<file path="src/rtl/niosii_tutorial_cpu_oci_trace_capture.sv">
// Debug-trace capture buffer for the CPU OCI simulation path.
// Stores {tag, payload} frames in a DEPTH-entry circular buffer and offers
// them on a show-ahead valid/ready read port. The buffer either stops on full
// or overwrites the oldest frame when full. An end-of-test request stops capture,
// lets the buffer drain, then raises a sticky ended flag.
//
// Handshake: a frame leaves the buffer in any cycle where rd_valid_o and
// rd_ready_i are both high. rd_data_o is stable and equals the oldest entry
// while rd_valid_o is high. It reads as zero while rd_valid_o is low.
module niosii_tutorial_cpu_oci_trace_capture #(
  parameter int DATA_W    = 30,
  parameter int CNT_W     = 4,
  parameter int DEPTH     = 16,
  parameter int WRAP_MODE = 0
) (
  input  logic                      clk_i,
  input  logic                      reset_i,
  input  logic                      arm_i,
  input  logic                      dct_valid_i,
  input  logic [DATA_W-1:0]         dct_buffer_i,
  input  logic [CNT_W-1:0]          dct_count_i,
  input  logic                      test_ending_i,
  input  logic                      rd_ready_i,
  output logic                      rd_valid_o,
  output logic [CNT_W+DATA_W-1:0]   rd_data_o,
  output logic [$clog2(DEPTH):0]    fill_level_o,
  output logic [15:0]               drop_cnt_o,
  output logic                      capturing_o,
  output logic                      test_has_ended_o,
  output logic [1:0]                dbg_state_o
);

  localparam int AW = $clog2(DEPTH);
  localparam int FW = AW + 1;
  localparam int EW = CNT_W + DATA_W;
  localparam logic [FW-1:0] DEPTH_F = FW'(DEPTH);
  localparam bit WRAP = (WRAP_MODE != 0);

  typedef enum logic [1:0] {
    ST_IDLE    = 2'd0,
    ST_CAPTURE = 2'd1,
    ST_DRAIN   = 2'd2,
    ST_ENDED   = 2'd3
  } state_e;

  state_e          state_q, state_d;
  logic [AW-1:0]   wr_ptr_q, wr_ptr_d;
  logic [AW-1:0]   rd_ptr_q, rd_ptr_d;
  logic [FW-1:0]   fill_q, fill_d;
  logic [15:0]     drop_q, drop_d;
  logic [EW-1:0]   mem_q [DEPTH];

  logic rd_valid;
  logic pop;
  logic full;
  logic wr_req;
  logic push;
  logic overwrite;
  logic drop;
  logic advance_rd;

  // Decide this cycle's push/pop/drop from the registered occupancy.
  always_comb begin
    rd_valid   = (fill_q != '0) && (state_q != ST_ENDED);
    pop        = rd_valid && rd_ready_i;
    full       = (fill_q == DEPTH_F);
    wr_req     = (state_q == ST_CAPTURE) && dct_valid_i;
    // When full, a frame goes in if the head frame leaves this cycle or if
    // wrap mode lets it displace the oldest entry.
    push       = wr_req && (!full || pop || WRAP);
    overwrite  = wr_req && full && !pop && WRAP;
    drop       = wr_req && full && !pop;
    advance_rd = pop || overwrite;
  end

  // Next pointers, occupancy and saturating drop counter.
  always_comb begin
    wr_ptr_d = wr_ptr_q + AW'(push);
    rd_ptr_d = rd_ptr_q + AW'(advance_rd);
    fill_d   = fill_q;
    case ({push, advance_rd})
      2'b10:   fill_d = fill_q + FW'(1);
      2'b01:   fill_d = fill_q - FW'(1);
      default: fill_d = fill_q;
    endcase
    drop_d = drop_q;
    if (drop && (drop_q != 16'hFFFF)) begin
      drop_d = drop_q + 16'd1;
    end
  end

  // Next-state logic for the capture/drain/ended sequence.
  always_comb begin
    state_d = state_q;
    case (state_q)
      ST_IDLE: begin
        if (test_ending_i) begin
          state_d = (fill_q != '0) ? ST_DRAIN : ST_ENDED;
        end else if (arm_i) begin
          state_d = ST_CAPTURE;
        end
      end
      ST_CAPTURE: begin
        if (test_ending_i) begin
          state_d = ST_DRAIN;
        end
      end
      ST_DRAIN: begin
        if (fill_q == '0) begin
          state_d = ST_ENDED;
        end
      end
      ST_ENDED: state_d = ST_ENDED;
      default:  state_d = ST_IDLE;
    endcase
  end

  // Control registers; reset empties the buffer and returns to IDLE.
  always_ff @(posedge clk_i) begin
    if (reset_i) begin
      state_q  <= ST_IDLE;
      wr_ptr_q <= '0;
      rd_ptr_q <= '0;
      fill_q   <= '0;
      drop_q   <= '0;
    end else begin
      state_q  <= state_d;
      wr_ptr_q <= wr_ptr_d;
      rd_ptr_q <= rd_ptr_d;
      fill_q   <= fill_d;
      drop_q   <= drop_d;
    end
  end

  // Frame storage; contents are only meaningful between rd_ptr and wr_ptr.
  always_ff @(posedge clk_i) begin
    if (push && !reset_i) begin
      mem_q[wr_ptr_q] <= {dct_count_i, dct_buffer_i};
    end
  end

  assign rd_valid_o       = rd_valid;
  assign rd_data_o        = rd_valid ? mem_q[rd_ptr_q] : '0;
  assign fill_level_o     = fill_q;
  assign drop_cnt_o       = drop_q;
  assign capturing_o      = (state_q == ST_CAPTURE);
  assign test_has_ended_o = (state_q == ST_ENDED);
  assign dbg_state_o      = state_q;

endmodule
</file>
<file path="config.mk">
export PLATFORM = sky130hd
export DESIGN_NAME = niosii_tutorial_cpu_oci_trace_capture
export DESIGN_NICKNAME = d
export VERILOG_FILES = /design/src/rtl/niosii_tutorial_cpu_oci_trace_capture.sv
export SDC_FILE = /design/constraint.sdc
export NUM_CORES = 1
export LEC_CHECK = 0
export ABC_AREA = 1
export CAP_MARGIN = 5
export CORE_UTILIZATION = 40
export DETAILED_ROUTE_END_ITERATION = 8
export SLEW_MARGIN = 20
export SYNTH_ARGS = -nofsm -noshare
export SYNTH_HDL_FRONTEND = slang
export SYNTH_SLANG_ARGS = --single-unit
</file>
<file path="constraint.sdc">
create_clock -name clk_i -period 6.73 [get_ports clk_i]
set_input_delay 1.346 -clock clk_i [delete_from_list [all_inputs] [get_ports clk_i]]
set_output_delay 1.346 -clock clk_i [all_outputs]
set_load 0.03 [all_outputs]
</file>
Yosys cells after proc, flatten, opt, wreduce, memory -nomap -nowiden

Memories as Yosys holds them, arrays and structs flattened. A register that Yosys moved wholly into a read port is not among the register bits.
Index checks and enable logic that the tools add are counted.

Memory bits (writable): 544
Input port bits: 40
Memories: 1
Register bits after elaboration: 31
Word-level logic and storage cells: 50

Add/sub/neg operators: 5
Multiplexer cells: 11
Reductions and logical operators: 17
Equal/unequal tests: 11

Memories:

| name  | depth | width | rd ports | clocked after Yosys merged registers in | write ports | RTL line | RTL |
|---|---|---|---|---|---|---|---|
| mem_q | 16    | 34    | 1        | 1                                       | 1           | 51       | `logic [EW-1:0] mem_q [DEPTH];` |

Operators with widths:

| operator              | count |
|---|---|
| $mux 34               | 1 |
| $add 16x1->16 const B | 1 |
| $ne 16x16->1 const B  | 1 |
| $pmux 5 s2            | 1 |
| $add 4x1->4           | 2 |
| $logic_and 1x1->1     | 8 |
| $mux 2                | 4 |
| $pmux 2 s4            | 1 |
| $eq 2x2->1 const B    | 3 |
| $ne 2x2->1 const B    | 3 |
| $add 5x1->5 const B   | 1 |
| $eq 5x5->1 const B    | 1 |
| $logic_not 5->1       | 1 |
| $reduce_bool 5->1     | 1 |
| $sub 5x1->5 const B   | 1 |
| $eq 2x1->1 const B    | 2 |
| $mux 4                | 1 |
| $logic_not 1->1       | 3 |
| $mux 1                | 3 |
| $ne 3x3->1 const B    | 1 |
| $reduce_and 3->1      | 1 |
| $logic_not 2->1       | 1 |
| $reduce_bool 2->1     | 1 |
| $logic_or 1x1->1      | 1 |

Logic depth before layout (Yosys ltp)

Gate-level depths: netlist (run 1).

Depth after elaboration: 8
Depth in mapped cells: 13
Mapped depth without buffers: 13

Worst setup path after synthesis (run 1)

Ideal clock, no wire load.

Kind: input to register
Start: input port dct_valid_i
End: memory mem_q[5][0] (netlist name), enable pin
Arrival time: 4976 ps
Path slack: 1244 ps
Library setup time: 510 ps
Path buffers: 0
Cell stages on the path: 4
Data required time: 6220 ps
Path through: nand3_2 > inv_1 > nand2_2 > nor4_1

Cells in the longest elaborated chain, start to end: 5

RTL lines:

| what                         | RTL line | RTL |
|---|---|---|
| from (decl)                  | 19       | `input logic dct_valid_i,` |
| $logic_and 1x1->1            | 67       | `wr_req = (state_q == ST_CAPTURE) && dct_valid_i;` |
| $logic_and 1x1->1            | 70       | `push = wr_req && (!full \|\| pop \|\| WRAP);` |
| $logic_and 1x1->1            | 137      | `if (push && !reset_i) begin` |
| $mux 1                       | 137      |  |
| $mux 1 (not written as such) | 138      | `mem_q[wr_ptr_q] <= {dct_count_i, dct_buffer_i};` |
| to (decl)                    | 51       |  |

No other way between the ends.

==> flow_summary.yaml, run 1 <==
cts:
  holdBufCountCts: 0
  cts_buffer_depth: 3
  path_clk_slew_ns: 0.06
  cts_made_buffers: 57
  htree_levels: 2
  clk-insertion-delay-late_ns: 0.61
  cts_tree: "done"
  post_cts_buffers: 0
  cts_resized: 0
  cts_root_buf: "clkbuf_16"
  cts_sinks: 575
drt:
  wl_per_cell_um: 21.46
  via_per_inst: 5.438
  postRouteWirelength_mm: 57.57
  drtPass1Iterations: 5
  dr.first_iter.drc_count: 1343
  vias: 14590
  ant_nets: 0
  drc: 0
layout:
  layout_common_cells: "edfxtp_1 (544), o21ai_0 (227), nor2_1 (220)"
  syn_to_final_growth_pct: 15.93
  n_fill_cell: 4992
  final_nets: 1928
  layout_commonest_cell: "edfxtp_1"
  drive_above_1_share_pct: 8.567
  antenna_cells: 0
synth:
  netlist_instances: 1796
  avgSynthCellArea_um2: 12.76
  yosys_warnings: 0
  netlist-cell-type-count: 37
  synth_nets: 1842
  synth_area_um2: 22910
  yosys_register_bits: 575
  seq_area_frac_synth_pct: 74.00
power_and_ir_drop:
  power_density_nw_per_um2: 351.3
  total_power_uw: 9331
  leakagePower_uw: 0.008649
  ir_drop_v: 0.0001870
timing:
  setup_slack_ns: 1.230
  final_hold_viol_count: 0
  tightest_slew_ns: 1.081
  maxSlewHeadroom_pct: 27.75
  setup_tns_ns: 0
  finalSetupViolCount: 0
  period_needed_ns: 5.500
  slew_viol_final: 0
  timing.fmax_mhz: 181.8
  rsz0062_at_grt: "false"
  period_share_pct: 81.73
  finalClockSkew_ns: 0.02038
grt:
  grt_pass1_wl_mm: 86.43
  overflow: 0
  grt_usage_pct: 19.98
  grt_start_max_net_pins: 127
  grt_pass1_vias: 13980
  antenna_found_initial: 2
place:
  port-buffer-count: 99
  post-dp-hpwl_mm: 29.59
  place_ws_ns: 1.666
  gp_congestion: 0.8222
floorplanning:
  die-area_um2: 58250
  initial_core_util_pct: 40.56
  die_h_um: 241.3
  core_area_um2: 56500
  fp.dieW_um: 241.3
  io-pin-count: 100
  num_rows: 87
run:
  maxCapViolCount: 0
critical_path:
  arrival_ns: 4.15
  end_kind: "primary output"
  worstPathRequired_ns: 5.38
  start_kind: "flop"
  crit_type: "reg2out"
  crit_fanout: 126
worst_hold_path:
  hold_path.class: "reg2reg"
outcome:
  outcome: "complete, no violations"
routing by layer:
| metal | wire length, um | up-vias | part of all wire [%] | GRT usage, % |
|---|---|---|---|---|
| li1 | - | 6780 | - | - |
| met5 | 31 | - | 0.054 | 0 |
| met2 | 27570 | 427 | 48 | 32.92 |
| met1 | 25430 | 7286 | 44 | 27.45 |
| met4 | 1321 | 4 | 2.3 | 5.543 |
| met3 | 3213 | 88 | 5.6 | 3.156 |
cell families after synthesis:
family                   synth area share, %
adder cells (fa/ha/maj)               0.3276
flip-flops                             74.00
buffers and inverters                  3.637
XOR/XNOR                              0.3440
AND/OR/NAND/NOR                        10.66
AO/OA/AOI/OAI                          10.99
multiplexers                         0.04368
power by group:
part / total, uW / switching, uW / internal, uW
Sequential: 4050 / 101 / 3950
Combinational: 2270 / 1550 / 723
Clock: 3010 / 1300 / 1710
per-stage QoR:
step / instances / hold WS, ns / instance area (um2) / util [%]
finish: 2682 / 0.4882 / 26560 / 47.02
global route: 2682 / 0.5083 / 26560 / 47.02
CTS: 2682 / 0.4921 / 26560 / 47.01
detailed placement: 2579 / 0.4830 / 24810 / 43.91
global placement: 2578 / 0.4800 / 24790 / 43.87
floorplan: 1796 / 0.4915 / 22910 / -
state kept, by name, summed over array words and instances, names as in the netlist:
name	count
wr_ptr_q	4
dbg_state_o	2
drop_cnt_o	16
mem_q	544
rd_ptr_q	4
fill_level_o	5
final cells by class:
type / instances / area, um2 / share of cell area (%)
Clock buffer: 73 / 1529 / 5.756
Sequential cell: 575 / 16960 / 63.85
Clock inverter: 30 / 225.2 / 0.8478
Timing Repair Buffer: 137 / 1305 / 4.913
Inverter: 91 / 346.6 / 1.305
Tap cell: 756 / 945.9 / 3.561
Multi-Input combinational cell: 1020 / 5251 / 19.77
synthesized netlist by cell type, drive strengths merged:
cell type | n | area, um2
edfxtp | 544 | 16340
nor2 | 241 | 937.1
o21ai | 232 | 1161
nand2 | 174 | 663.1
a21oi | 119 | 595.6
inv | 91 | 341.6
nand3 | 78 | 432.9
clkbuf | 58 | 217.7
buf | 52 | 274.0
nand4 | 47 | 300.3
o221ai | 42 | 367.9
dfxtp | 31 | 620.6
o22ai | 26 | 162.7
a211oi | 15 | 112.6
o211ai | 14 | 105.1
nor3 | 10 | 77.57
ha | 6 | 75.07
xor2 | 6 | 52.55
nor4 | 4 | 31.28
xnor2 | 3 | 26.28
a31oi | 1 | 6.260
mux2i | 1 | 10.01
o21bai | 1 | 7.510
worst paths after layout:
check                       start        endpoint  slack (ns)  cells past startpoint
hold / removal     drop_cnt_o[15]  drop_cnt_o[15]        0.49                      2
hold reg to reg    drop_cnt_o[15]  drop_cnt_o[15]        0.49                      2
setup / recovery      rd_ptr_q[0]   rd_data_o[26]        1.23                      7
setup reg to reg  fill_level_o[0]    mem_q[14][4]        3.58                      9
critical path: stages (launching register included):
cell             delay, ns
dfxtp_4               0.58
inv_6                 0.84
buf_4                 0.50
o21ai_0               0.16
o221ai_1              0.22
nand4_1               0.10
a21oi_1               0.32
clkdlybuf4s50_1       0.74
Power figures use the tool's default switching activity.
==> run 2: changes to the inputs <==
==> constraint.sdc (replaced) <==
create_clock -name clk_i -period 5.6 [get_ports clk_i]
set_input_delay 1.12 -clock clk_i [delete_from_list [all_inputs] [get_ports clk_i]]
set_output_delay 1.12 -clock clk_i [all_outputs]
set_load 0.03 [all_outputs]
==> run 2 against run 1 <==
  * Power rose by 20%
  * Worst hold slack improved by 0.0019 ns
  * Setup slack got worse by 0.58 ns
  * Sequential share of layout area barely moved
  * Sequential power rose by 20%
  * Critical endpoint is now rd_data_o[6]
  * First-iteration DRC count fell by 4.1%
==> flow_summary.yaml, run 2 (synthesized netlist as in run 1, its figures left out) <==
place:
  gp_congestion: 0.7988
  port-buffer-count: 99
  post-dp-hpwl_mm: 31.48
layout:
  largest_register_ffs: 544
  syn_to_final_growth_pct: 16.01
  antenna_cells: 0
  multiInputGateArea_um2: 5251
  post-route-util_pct: 47.05
  n_fill_cell: 4976
  seq_area_um2: 16960
  layout_common_cells: "edfxtp_1 (544), o21ai_0 (227), nor2_1 (220)"
  layout_commonest_cell: "edfxtp_1"
  final_nets: 1935
  drive_above_1_share_pct: 8.588
  regMostFlops: "mem_q"
drt:
  ant_nets: 0
  via_per_inst: 5.375
  wl_per_cell_um: 21.49
  vias: 14450
  drc: 0
  dr.first_iter.drc_count: 1288
  drtPass1Iterations: 5
  postRouteWirelength_mm: 57.78
timing:
  finalClockSkew_ns: 0.01547
  period_share_pct: 88.48
  slew_viol_final: 0
  timing.fmax_mhz: 201.8
  setup_tns_ns: 0
  final_hold_viol_count: 0
  tightest_slew_ns: 0.9956
  rsz0062_at_grt: "false"
  period_needed_ns: 4.955
  whs_ns: 0.4901
  finalSetupViolCount: 0
  maxSlewHeadroom_pct: 33.62
critical_path:
  crit_top_cell: "buf_4"
  arrival_ns: 3.83
  start_kind: "flop"
  crit_fanout: 35
  crit_type: "reg2out"
  slowest_stage: "dfxtp_2"
  cp_slowest_stage_delay_ns: 0.78
  path_cells: "buf_4 -> nor2_4 -> buf_4 -> nand3_1 -> nand4_1 -> a21oi_1 -> clkdlybuf4s50_1"
  end_kind: "primary output"
  worstPathRequired_ns: 4.48
power_and_ir_drop:
  ir_drop_v: 0.0002673
  power_density_nw_per_um2: 422.1
  leakagePower_uw: 0.008658
grt:
  overflow: 0
  grt_pass1_wl_mm: 87.44
  grt_pass1_vias: 14010
  grt_usage_pct: 20.16
  grt_start_max_net_pins: 143
  antenna_found_initial: 2
cts:
  cts_resized: 0
  cts_sinks: 575
  clk-insertion-delay-late_ns: 0.62
  path_clk_slew_ns: 0.06
  cts_tree: "done"
  htree_levels: 2
  post_cts_buffers: 0
  cts_root_buf: "clkbuf_16"
  cts_made_buffers: 56
  cts_buffer_depth: 3
  holdBufCountCts: 0
outcome:
  outcome: "complete, no violations"
worst_hold_path:
  hold_path.class: "reg2reg"
floorplanning:
  io-pin-count: 100
  core_area_um2: 56500
  die_h_um: 241.3
  die-area_um2: 58250
  num_rows: 87
  fp.dieW_um: 241.3
  initial_core_util_pct: 40.56
run:
  maxCapViolCount: 0
-- run 2: changes by cell type in the layout (fill, tap and decap cells not counted), sizes merged --
cell / delta
clkinv: -6
buf: +8
inv: +1
clkbuf: +4
-- run 2: through the flow --
stage	power [uW]	setup WS, ns	cell area (um2)	instances
CTS	11320	0.6133	26580	2689
finish	11220	0.6452	26580	2689
global route	11710	0.4368	26580	2689
detailed placement	7773	1.276	24880	2587
global placement	7749	1.273	24880	2587
floorplan	6716	0.3397	22910	1796
-- run 2: report_power, final --
group / internal [uW] / total (uW) / switching (uW)
clock: 2010 / 3550 / 1550
combinational: 890 / 2830 / 1940
sequential: 4750 / 4840 / 92.8
total: 7640 / 11200 / 3580
-- run 2: critical path, delay by kind of cell (launching register included) --
family / cells / cell delay (ns)
and+or+nand+nor: 3 / 0.47
buffers and inverters: 3 / 1.58
AOI/OAI and AO/OA: 1 / 0.37
DFF: 1 / 0.78
-- run 2: area by class of cell --
class	instances	share of cell area, %
Multi-Input combinational cell	1020	19.75
Timing Repair Buffer	145	5.168
Inverter	91	1.304
Clock inverter	25	0.7625
Sequential cell	575	63.81
Tap cell	756	3.558
Clock buffer	77	5.648
-- run 2: worst paths after layout --
path / startpoint / to / slack, ns / cells past startpoint
hold / removal: drop_cnt_o[15] / drop_cnt_o[15] / 0.49 / 2
setup reg to reg: fill_level_o[0] / mem_q[14][8] / 2.60 / 9
setup / recovery: rd_ptr_q[1] / rd_data_o[6] / 0.65 / 7
hold reg to reg: drop_cnt_o[15] / drop_cnt_o[15] / 0.49 / 2
-- run 2: metal layers --
layer	track usage [%]	part of all wire, %
met5	0	0.045
met4	6.809	2.6
met3	2.951	5.9
met2	32.97	48
met1	27.58	44
